[src/rtl/game_ctrl.sv]
// Jack-Frost game sequencer: state machine, health, invulnerability timer,
// score accumulation and win/lose decision. All outputs are registered.
module game_ctrl #(
    parameter int unsigned MONSTER_NUM   = 2,
    parameter int unsigned GROUND_NUM    = 50,
    parameter int unsigned HEALTH_INIT   = 5,
    parameter int unsigned INVULN_CYCLES = 300000000,
    parameter int unsigned BLOCK_PTS     = 1,
    parameter int unsigned FREEZE_PTS    = 10,
    parameter int unsigned FLASH_BIT     = 23
) (
    input  logic                   clk,
    input  logic                   rst,
    input  logic                   start,
    input  logic [MONSTER_NUM-1:0] hit,
    input  logic [GROUND_NUM-1:0]  touched,
    input  logic [MONSTER_NUM-1:0] frozen,
    output logic [2:0]             state,
    output logic [3:0]             health,
    output logic [31:0]            score,
    output logic                   invuln,
    output logic                   flash,
    output logic [GROUND_NUM-1:0]  iced_map,
    output logic                   game_over,
    output logic                   win
);
    // state | meaning
    // IDLE  | waiting for the first start pulse, events ignored
    // PLAY  | normal play, hits cost health
    // HURT  | invulnerable after a hit, timer counts down to 0
    // OVER  | health exhausted, terminal until start
    // WIN   | every ground block iced, terminal until start
    typedef enum logic [2:0] {
        S_IDLE = 3'd0,
        S_PLAY = 3'd1,
        S_HURT = 3'd2,
        S_OVER = 3'd3,
        S_WIN  = 3'd4
    } state_t;

    localparam int unsigned TW = (INVULN_CYCLES > 1) ? $clog2(INVULN_CYCLES) : 1;

    state_t                 st_q, st_d;
    logic [3:0]             health_d;
    logic [31:0]            score_d;
    logic [GROUND_NUM-1:0]  iced_d;
    logic [MONSTER_NUM-1:0] seen_q, seen_d;
    logic [TW-1:0]          timer_q, timer_d;
    logic [GROUND_NUM-1:0]  new_blk;
    logic [MONSTER_NUM-1:0] new_frz;
    logic [31:0]            cnt_blk, cnt_frz;
    logic [63:0]            sum_w;
    logic                   all_iced;
    logic                   timer_tap;

    // A flash bit beyond the timer width means the sprite blinks off for the whole window.
    generate
        if (FLASH_BIT < TW) begin : g_tap
            assign timer_tap = timer_d[FLASH_BIT];
        end else begin : g_no_tap
            assign timer_tap = 1'b1;
        end
    endgenerate

    assign state = st_q;

    always_comb begin
        st_d     = st_q;
        health_d = health;
        score_d  = score;
        iced_d   = iced_map;
        seen_d   = seen_q;
        timer_d  = timer_q;
        new_blk  = touched & ~iced_map;
        new_frz  = frozen & ~seen_q;
        all_iced = &(iced_map | touched);
        cnt_blk  = '0;
        cnt_frz  = '0;
        for (int i = 0; i < int'(GROUND_NUM); i++) cnt_blk = cnt_blk + 32'(new_blk[i]);
        for (int i = 0; i < int'(MONSTER_NUM); i++) cnt_frz = cnt_frz + 32'(new_frz[i]);
        sum_w = 64'(score) + 64'(cnt_blk) * 64'(BLOCK_PTS) + 64'(cnt_frz) * 64'(FREEZE_PTS);

        if (st_q == S_PLAY || st_q == S_HURT) begin
            score_d = (|sum_w[63:32]) ? 32'hFFFF_FFFF : sum_w[31:0];
            iced_d  = iced_map | touched;
            seen_d  = seen_q | frozen;
        end

        case (st_q)
            S_IDLE, S_OVER, S_WIN: begin
                if (start) begin
                    st_d     = S_PLAY;
                    health_d = 4'(HEALTH_INIT);
                    score_d  = '0;
                    iced_d   = '0;
                    seen_d   = '0;
                    timer_d  = '0;
                end
            end
            S_PLAY: begin
                if (|hit && health <= 4'd1) begin
                    health_d = '0;
                    st_d     = S_OVER;
                end else if (|hit) begin
                    health_d = health - 4'd1;
                    if (all_iced) begin
                        st_d = S_WIN;
                    end else begin
                        st_d    = S_HURT;
                        timer_d = TW'(INVULN_CYCLES - 1);
                    end
                end else if (all_iced) begin
                    st_d = S_WIN;
                end
            end
            S_HURT: begin
                if (all_iced) begin
                    st_d    = S_WIN;
                    timer_d = '0;
                end else if (timer_q == '0) begin
                    st_d = S_PLAY;
                end else begin
                    timer_d = timer_q - 1'b1;
                end
            end
            default: st_d = S_IDLE;
        endcase
    end

    always_ff @(posedge clk) begin
        if (rst) begin
            st_q      <= S_IDLE;
            health    <= 4'(HEALTH_INIT);
            score     <= '0;
            iced_map  <= '0;
            seen_q    <= '0;
            timer_q   <= '0;
            invuln    <= 1'b0;
            flash     <= 1'b0;
            game_over <= 1'b0;
            win       <= 1'b0;
        end else begin
            st_q      <= st_d;
            health    <= health_d;
            score     <= score_d;
            iced_map  <= iced_d;
            seen_q    <= seen_d;
            timer_q   <= timer_d;
            invuln    <= (st_d == S_HURT);
            flash     <= (st_d == S_HURT) & timer_tap;
            game_over <= (st_d == S_OVER);
            win       <= (st_d == S_WIN);
        end
    end
endmodule

[config.mk]
export PLATFORM = sky130hd
export DESIGN_NAME = game_ctrl
export DESIGN_NICKNAME = d
export VERILOG_FILES = /design/src/rtl/game_ctrl.sv
export SDC_FILE = /design/constraint.sdc
export NUM_CORES = 1
export LEC_CHECK = 0
export ABC_AREA = 1
export BUFFER_PORTS_ARGS = -buffer_cell sky130_fd_sc_hd__buf_2
export CAP_MARGIN = 20
export CORE_ASPECT_RATIO = 1.25
export CORE_MARGIN = 4
export CORE_UTILIZATION = 45
export DETAILED_ROUTE_END_ITERATION = 16
export PLACE_DENSITY = 0.72
export REMOVE_ABC_BUFFERS = 1
export SETUP_SLACK_MARGIN = 0.2
export SLEW_MARGIN = 40
export SYNTH_ARGS = -nofsm -noshare
export SYNTH_HDL_FRONTEND = slang
export SYNTH_SLANG_ARGS = --single-unit
[constraint.sdc]
create_clock -name clk -period 7 [get_ports clk]
set_clock_uncertainty 0.1 [all_clocks]
set_input_delay 1.05 -clock clk [delete_from_list [all_inputs] [get_ports clk]]
set_output_delay 1.05 -clock clk [all_outputs]
set_load 0.005 [all_outputs]
# == After elaboration in Yosys (flattened, before gate mapping) ==
# Cells that the tools add are included.
# classes
add_sub_neg,54
multipliers,1
order_cmp,1
eq_ne,13
muxes,29
bitwise,7
reduce_logical,12
# ops
operator,count
$add A32 B1 Y32,18
$mux W29,6
$mux W50,3
$mux W32,4
$pmux W29 S3,1
$and A50 B50 Y50,1
$not A50 Y50,1
$or A50 B50 Y50,1
$reduce_and A50 Y1,1
$add A33 B6 Y34,1
$add A32 B32 Y33,1
$add A31 B1 Y32,1
$reduce_or A32 Y1,1
$add A30 B1 Y31,1
$add A29 B1 Y30,1
$add A28 B1 Y29,1
$logic_not A29 Y1,1
$sub A29 B1 Y29 const B,1
$add A27 B1 Y28,1
$add A26 B1 Y27,1
$add A25 B1 Y26,1
$add A24 B1 Y25,1
$add A23 B1 Y24,1
$add A22 B1 Y23,1
49 further kinds,66
# totals
reg_bits,124
inputBits,57

# == Logic depth before layout (Yosys ltp) ==
# Gate-level depths: netlist (run 1).
# depth
ltp_word,58
mapped_depth,27
mapped_depth_nobuf,27

# == Worst setup path before layout (run 1) ==
# Ideal clock, no wire load.
# synth_timing
path_kind,input-to-reg
startpoint,input port touched[22]
endpoint,register score[18]
setup_time_ns,0.109
arrival_time_ns,6.675
t_required_ns,6.791
slack_ns,0.116
stages,26
path_buffers,1
path_cell_list,inv_1 nor2_1 fa_1 inv_1 fa_1 inv_1 fa_1 inv_1 fa_1 fa_1 fa_1 inv_1 fa_1 fa_1 fa_1 nand3_1 nand3_1 nand4_1 nand2_1 nand2_1 nand2_1 nand4_1 buf_6 nand3_1 nand2_1 inv_1
# synth_via
elab_chain_len,36
# synth_rtl
item,line_no,rtl
"start, declared",16,"input logic [GROUND_NUM-1:0] touched,"
$and A50 B50 Y50 *,74,new_blk = touched & ~iced_map;
$add A22 B1 Y23 *,79,for (int i = 0; i < int'(GROUND_NUM); i++) cnt_blk = cnt_blk + 32'(new_blk[i]);
$add A23 B1 Y24 *,79,
$add A24 B1 Y25 *,79,
$add A25 B1 Y26 *,79,
$add A26 B1 Y27 *,79,
$add A27 B1 Y28 *,79,
$add A28 B1 Y29 *,79,
[3 not listed],-,
$add A32 B1 Y32 * (18 in a row),79,
$add A32 B32 Y33 *,81,sum_w = 64'(score) + 64'(cnt_blk) * 64'(BLOCK_PTS) + 64'(cnt_frz) * 64'(FREEZE_PTS);
$add A33 B6 Y34 *,81,
$reduce_or A32 Y1,84,score_d = (|sum_w[63:32]) ? 32'hFFFF_FFFF : sum_w[31:0];
$mux W32 *,84,
$mux W32 *,83,if (st_q == S_PLAY || st_q == S_HURT) begin
$mux W32,91,if (start) begin
$mux W32 *,89,case (st_q)
"end signal, assigned",145,score <= score_d;
"end, declared",20,"output logic [31:0] score,"
# Mark *: on every way between the ends. The rest lies on a longest branch, timed or not.
# A chain may end at the register's enable or synchronous reset.

# == Worst setup path after layout (run 1) ==
# layout_timing
startpoint,input port touched[10]
endpoint,register score[30]
# layout_via
elab_chain_len,48
# layout_rtl
item,line_no
$and A50 B50 Y50 *,74
$add A10 B1 Y11 *,79
$add A11 B1 Y12 *,79
$add A12 B1 Y13 *,79
$add A13 B1 Y14 *,79
$add A14 B1 Y15 *,79
$add A15 B1 Y16 *,79
$add A16 B1 Y17 *,79
[15 not listed],-
$add A32 B1 Y32 * (18 in a row),79
$add A32 B32 Y33 *,81
$add A33 B6 Y34 *,81
$reduce_or A32 Y1,84
$mux W32 *,84
$mux W32 *,83
$mux W32,91
$mux W32 *,89
# Marked as above.

==> parameters.txt, run 1 <==
Parameter                              Value

Run status
  Status    complete, no violations

Routing
  Count of unresolved DRC violations after routing    0
  Vias after detailed routing    8624
  First drt pass iteration count    5
  Avg Vias per Cell    roughly 5.0
  Number of nets still failing antenna checks after routing    0
  Final wirelength    24300 µm
  Average wire per cell in the routed design    14.1 µm
  Starting DRT DRC Count    roughly 550

Pwr
  Total chip power    5.77 mW
  Peak supply drop    between 0.7 and 0.8 mV
  Leakage Power    ~5.5 nW
  P per Cell Area    543 nW/µm²

Global routing
  Gr busiest metal    met2
  Global routing met1 resource utilization    25.4%
  Final global-route overflow total    0
  Global routing usage on met3    around 6.5%
  First-pass GRT wire length    39500 µm
  Vias in the first global route    roughly 8.4k
  Maximum number of pins on one net before global-route repair    96
  Met2 usage in global routing    39.4%
  GRT Util Overall    22.2%
  Initial antenna violation count    4

Clock tree
  PostCTS Resize Cnt    0
  Number of buffers created by CTS    17
  TritonCTS clock tree    done
  Number of buffers on the longest clock path    2
  Clock sink total    approximately 120
  Postcts setup bufs    0
  Clock tree root buffer cell    clkbuf_16
  Clock slew at the register clock pins of the worst setup and hold paths    0.06 ns
  Clock insertion delay at the later pin of the skew report    0.42 ns
  Number of H-tree branching levels    4
  Hold-fix buffers at CTS    0

Setup path
  Number of logic stages on the critical path including buffering    25
  Flop-to-flop setup slack    0.81 ns
  Most used cell, CP    fa_1
  Required time at the worst-slack endpoint    a little over 7 ns
  Delay of the slowest cell on the worst path    between 0.5 and 0.6 ns
  Kind of end point of the critical path    flop
  Dominant delay contributor by cell family on the critical path    adder cells
  Arrival time of data at the critical path endpoint    around 6.8 ns
  Kind of start point of the critical path    input port
  Reg-to-reg critical path endpoint    score[30]
  Maximum fanout along the worst path    7
  Capturing element of the worst setup path    score[30]
  Worst r2r path cells    25
  Startpoint of the worst register-to-register path    iced_map[10]
  Slowest cell on the critical path    fa_1
  Critical path buffers and inverters    6
  First element of the critical path    touched[10]
  Category of the critical setup timing path    input port to flop

Worst hold path
  Cell depth of the worst hold path    2
  Worst min-delay path class    flop to flop

Floorplan
  Floorplan row count    57
  Horizontal die dimension    133 µm
  Number of ports placed on the die boundary    150
  Core Box Area    19300 µm²
  Die Y    roughly 160 µm
  Starting utilization of the core area    a little under half
  Overall die area    21900 µm²

Timing
  Fin crit share    93.5%
  Achievable clock frequency    between 0.15 and 0.2 GHz
  Unrepaired setup endpoints after global routing    no
  Hold slack    0.381 ns
  Post-layout worst setup margin    0.455 ns
  Number of failing hold endpoints at the final stage    0
  Final Critical Period    around 6.5 ns
  Total setup violations reported at the end of the flow    0
  Final count of pins violating max slew    0
  Actual transition at the worst max-transition pin    0.785 ns
  Worst rel slew slack    47.3%

Synth
  Synthesis warning total    0
  Leading cell types by total area after synthesis    dfxtp_1 (28%), nor2_1 (11%), fa_1 (9.8%)
  Synth cell count leaders    nor2_1 (269), nand2_1 (226), inv_1 (204)
  Number of different library cells in the post-synthesis netlist    41
  Cell type with the highest aggregate area in the netlist    dfxtp_1
  Most common flop cell mapped by yosys    dfxtp_1
  Gate count of the mapped netlist    1286
  Proportion of register bits with asynchronous set or reset after synthesis    0%
  Cell area after synthesis    8820 µm²
  Library cell with the highest instance count after synthesis    nor2_1
  Yosys reg bits    124
  Portion of the post-synthesis area used by sequential elements    28.2%
  EDFF count, synth    0
  Post-synthesis average cell area    a little under 7 µm²
  Post-synth top area share    between 20% and 30%

Final layout
  Total inserted antenna cells    0
  Layout cells sized above 1    ~16%
  Final standard cell area without fillers    about 11000 µm²
  Final net count    1609
  Relative area change from synthesis to final layout    20.4%
  Share of the core filled with cells in the final layout    ~55%

Run
  Maxcap violations    0

Place
  Routability cong.    0.919
  Quantity of I/O buffers inserted on ports    149
  Half-perimeter wire length after placement    18500 µm
  Place WS    -0.214 ns
  Cell Area, Placed    between 9000 and 10000 µm²
-- per-layer routing --
metal,share of wire (%),wire (µm)
met4,2.5,606
met5,0.23,55
met3,6.6,1600
met2,50,12100
met1,41,10000
-- worst min-delay path by stage --
| stage | from | end | slack [ns] |
|---|---|---|---|
| floorplan | timer_q[27] | timer_q[27] | 0.35 |
| global placement | seen_q[1] | seen_q[1] | 0.36 |
| detailed placement | seen_q[0] | seen_q[0] | 0.37 |
| CTS | seen_q[0] | seen_q[0] | 0.39 |
| global route | seen_q[0] | seen_q[0] | 0.41 |
| finish | timer_q[27] | timer_q[27] | 0.38 |
-- sequential cells by signal (all words and copies together) (netlist names) --
| signal | flops |
|---|---|
| win | 1 |
| invuln | 1 |
| state | 3 |
| timer_q | 29 |
| score | 32 |
| flash | 1 |
| game_over | 1 |
| seen_q | 2 |
| iced_map | 50 |
| health | 4 |
-- kinds of logic (layout without fill, tap and decap cells) --
| logic type | after synthesis | after routing | synth area share, % |
|---|---|---|---|
| xor+xnor | 38 | 38 | 3.78 |
| compound gates | 151 | 151 | 8.88 |
| buf+inv | 238 | 417 | 10.7 |
| simple gates | 635 | 635 | 30.7 |
| fa+ha+maj | 100 | 100 | 17.9 |
| flops | 124 | 124 | 28.2 |
-- layout make-up --
cell class	instances	area, µm²
clock buffers	22	464
clock inverters	10	139
fillers	1868	8710
inverters	206	773
multi-input cells	924	5420
flip-flops and latches	124	2480
well taps	265	332
repair buffers	179	1000
-- placed cells by master (no fill, tap or decap), types with 4 or more instances in the layout --
cell        Yosys  final
nor2_1        269    268
nand2_1       226    223
inv_1         204    203
buf_2           7    149
dfxtp_1       124    124
a21oi_1        93     93
nand3_1        68     68
ha_1           57     57
fa_1           43     41
o21ai_0        39     38
xor2_1         31     31
buf_4           2     28
nand4_1        21     21
nor3_1         18     18
clkbuf_16       0     18
a31oi_1        10     10
nand3_2         7      7
xnor2_1         7      7
nand3b_1        6      6
nand2_2         2      4
o21ai_1         3      4
nor2_2          3      4
clkinvlp_4      0      4
-- worst min-delay path, delay by kind of cell (launching register included) --
family	cells	cell delay (ns)
AO/OA/AOI/OAI	1	0.05
AND/OR/NAND/NOR	1	0.06
flip-flops	1	0.32
-- through the flow --
| step | cells | TNS, ns |
|---|---|---|
| 6_report | 1730 | 0 |
| 2_1_floorplan | 1254 | -0.0423 |
| 3_5_place_dp | 1697 | -4.27 |
| 3_3_place_gp | 1697 | -2.39 |
| 4_1_cts | 1729 | 0 |
| 5_1_grt | 1730 | 0 |
-- report_power, final --
part	total [mW]	leakage [nW]	switching, mW	internal, mW
sequential	0.855	1.01	0.0693	0.786
clock	0.921	0.283	0.342	0.579
combinational	3.99	4.16	2.33	1.66
No activity file was read; power rests on OpenSTA's default activity.
==> run 2: changes to the inputs <==
--- a/config.mk
+++ b/config.mk
@@ -10,9 +10,9 @@
 export CAP_MARGIN = 20
 export CORE_ASPECT_RATIO = 1.25
 export CORE_MARGIN = 4
-export CORE_UTILIZATION = 45
+export CORE_UTILIZATION = 52
 export DETAILED_ROUTE_END_ITERATION = 16
-export PLACE_DENSITY = 0.72
+export PLACE_DENSITY = 0.81
 export REMOVE_ABC_BUFFERS = 1
 export SETUP_SLACK_MARGIN = 0.2
 export SLEW_MARGIN = 40
==> run 2 against run 1 <==
Net effect:
- die area is 13% lower
- count of clock-buffer cells in the layout fell by 3
- register-to-register slack about the same
- cell area is 0.93% lower
- combinational power up 1%
- worst setup slack improved by 0.016 ns
- sequential share of layout area is 0.22 points higher
- total power up 1.0%
- core utilization rose by 9.2 points
- final cell count down 3.0%
- non-clock buffer count fell by 5
- critical path type unchanged
- critical endpoint is now score[12]
- largest cell class unchanged
==> parameters.txt, run 2 (synthesis gave the netlist of run 1 again) <==
Parameter                              Value

Run status
  Status    complete, no violations

Final layout
  Layout cells sized above 1    about 16%
  Share of the core filled with cells in the final layout    64.1%
  Count of filler cells inserted in the layout    1469
  Number of flip-flops in the largest register    50
  Register bank with the most flops    iced_map
  Largest registers in the final layout    iced_map (50), score (32), timer_q (29)
  Final net count    1604
  Commonest non-fill, non-tap cells in the layout    nor2_1 (267), nand2_1 (223), inv_1 (204)
  Relative area change from synthesis to final layout    19.3%
  Most frequent standard cell in the layout excluding fill and tap cells    nor2_1
  Post-route insts no fill    1678

Clock tree
  Clock insertion delay at the later pin of the skew report    0.43 ns
  Clock sink total    124
  Number of H-tree branching levels    4
  Postcts setup bufs    0
  Clock tree root buffer cell    clkbuf_16
  TritonCTS clock tree    done
  Clock slew at the register clock pins of the worst setup and hold paths    ~0.060 ns
  Number of buffers created by CTS    17
  Number of buffers on the longest clock path    2

Routing
  Average wire per cell in the routed design    14.4 µm
  Starting DRT DRC Count    595
  Avg Vias per Cell    5.21
  First drt pass iteration count    5
  Count of unresolved DRC violations after routing    0
  Final wirelength    24100 µm
  Vias after detailed routing    8748
  Number of nets still failing antenna checks after routing    0

Global routing
  Initial antenna violation count    2
  Final global-route overflow total    0
  First-pass GRT wire length    about 40000 µm
  GRT Util Overall    25.1%
  Vias in the first global route    approximately 8.5k
  Maximum number of pins on one net before global-route repair    96

Setup path
  Kind of start point of the critical path    input port
  Maximum fanout along the worst path    3
  Category of the critical setup timing path    input port to flop
  Required time at the worst-slack endpoint    just over 7 ns
  Critical path buffers and inverters    5
  Dominant delay contributor by cell family on the critical path    adder cells
  Kind of end point of the critical path    flop
  Most used cell, CP    fa_1
  Delay of the slowest cell on the worst path    0.57 ns
  Slowest cell on the critical path    fa_1
  Cell chain of the critical path    buf_2 > nand2_1 > fa_1 > inv_1 > fa_1 > inv_1 > fa_1 > fa_1 > fa_1 > fa_1 > inv_1 > fa_1 > fa_2 > fa_2 > nand3_1 > nand3_1 > nand4_1 > nand2_2 > nand2_1 > nand2_1 > buf_4 > nand2_1 > xor2_1 > a21oi_1
  Arrival time of data at the critical path endpoint    6.70 ns

Timing
  Number of failing hold endpoints at the final stage    0
  Post-layout worst setup margin    around 0.47 ns
  Achievable clock frequency    0.153 GHz
  Unrepaired setup endpoints after global routing    no
  Worst rel slew slack    47.6%
  Total setup violations reported at the end of the flow    0
  Final Critical Period    6.53 ns
  Final count of pins violating max slew    0
  Fin crit share    between 90 and 100%
  Actual transition at the worst max-transition pin    0.784 ns

Floorplan
  Number of ports placed on the die boundary    150
  Overall die area    ~19000 µm²
  Die Y    154 µm
  Starting utilization of the core area    53.8%
  Core Box Area    16400 µm²
  Horizontal die dimension    124 µm
  Floorplan row count    52

Worst hold path
  Worst min-delay path class    flop to flop

Place
  Cell Count Post-Placement    around 1.6k
  Routability cong.    0.916
  Quantity of I/O buffers inserted on ports    about 150
  Half-perimeter wire length after placement    18300 µm
  Place WS    -0.164 ns

Pwr
  P per Cell Area    roughly 550 nW/µm²
  Peak supply drop    0.908 mV
  Leakage Power    5.44 nW

Run
  Maxcap violations    0
-- run 2: cell types whose count changed in the layout (fill, tap and decap cells not counted), moves of 2 or more --
cell and change:
diode_2 +2, buf_6 +3, clkinv_4 +4, clkbuf_1 -3, o21ai_1 -2, buf_4 -6, clkinvlp_4 -3
-- run 2: worst paths after layout --
check                           depth (start not counted)  slack (ns)     endpoint          from
worst min-delay path                                    2        0.38  timer_q[27]   timer_q[27]
worst min register to register                          2        0.38  timer_q[27]   timer_q[27]
worst max-delay path                                   24        0.47    score[12]   touched[10]
worst max register to register                         24        0.82    score[12]  iced_map[10]
-- run 2: area by class of cell --
type	instances	area [µm²]	area share (%)
Sequential cell	124	2480	23.6
Antenna cell	2	5.00	0.0476
Clock inverter	13	165	1.57
Timing Repair Buffer	174	945	8.98
Clock buffer	19	453	4.31
Inverter	206	773	7.35
Multi-Input combinational cell	924	5420	51.6
Tap cell	216	270	2.57
-- run 2: metal layers --
layer	vias to the layer above	routed length (µm)	track usage, %
met4	2	779	9.45
met5	-	7	0
met1	4051	9520	28.6
met3	66	1600	6.77
met2	265	12200	44.9
li1	4364	-	-
-- run 2: timing repair --
item	4_1_cts	5_1_grt
endpoints found under the hold margin	0	0
hold buffers	0	0
setup endpoints to repair	0	32
resized for setup	0	8
-- run 2: report_power, final --
group          total, mW  switching [mW]  internal (mW)  leakage [nW]
clock network      0.928           0.348          0.581         0.304
logic               4.04            2.43           1.61          4.13
registers          0.856          0.0696          0.786          1.01
-- run 2: stage by stage --
| stage | hold slack (ns) | setup TNS, ns | power [mW] | cell area [µm²] |
|---|---|---|---|---|
| 3_5_place_dp | 0.367 | -3.24 | 4.85 | 9860 |
| 6_report | 0.382 | 0 | 5.82 | 10500 |
| 2_1_floorplan | 0.349 | -0.0423 | 3.68 | 8650 |
| 5_1_grt | 0.420 | 0 | 6.38 | 10500 |
| 3_3_place_gp | 0.361 | -1.52 | 4.77 | 9860 |
| 4_1_cts | 0.377 | 0 | 5.80 | 10500 |
-- run 2: tightest hold or removal path: cells and delay by family (launching register included) --
| kind | cells | cell delay [ns] |
|---|---|---|
| AO/OA/AOI/OAI | 1 | 0.05 |
| flip-flops | 1 | 0.32 |
| AND/OR/NAND/NOR | 1 | 0.06 |
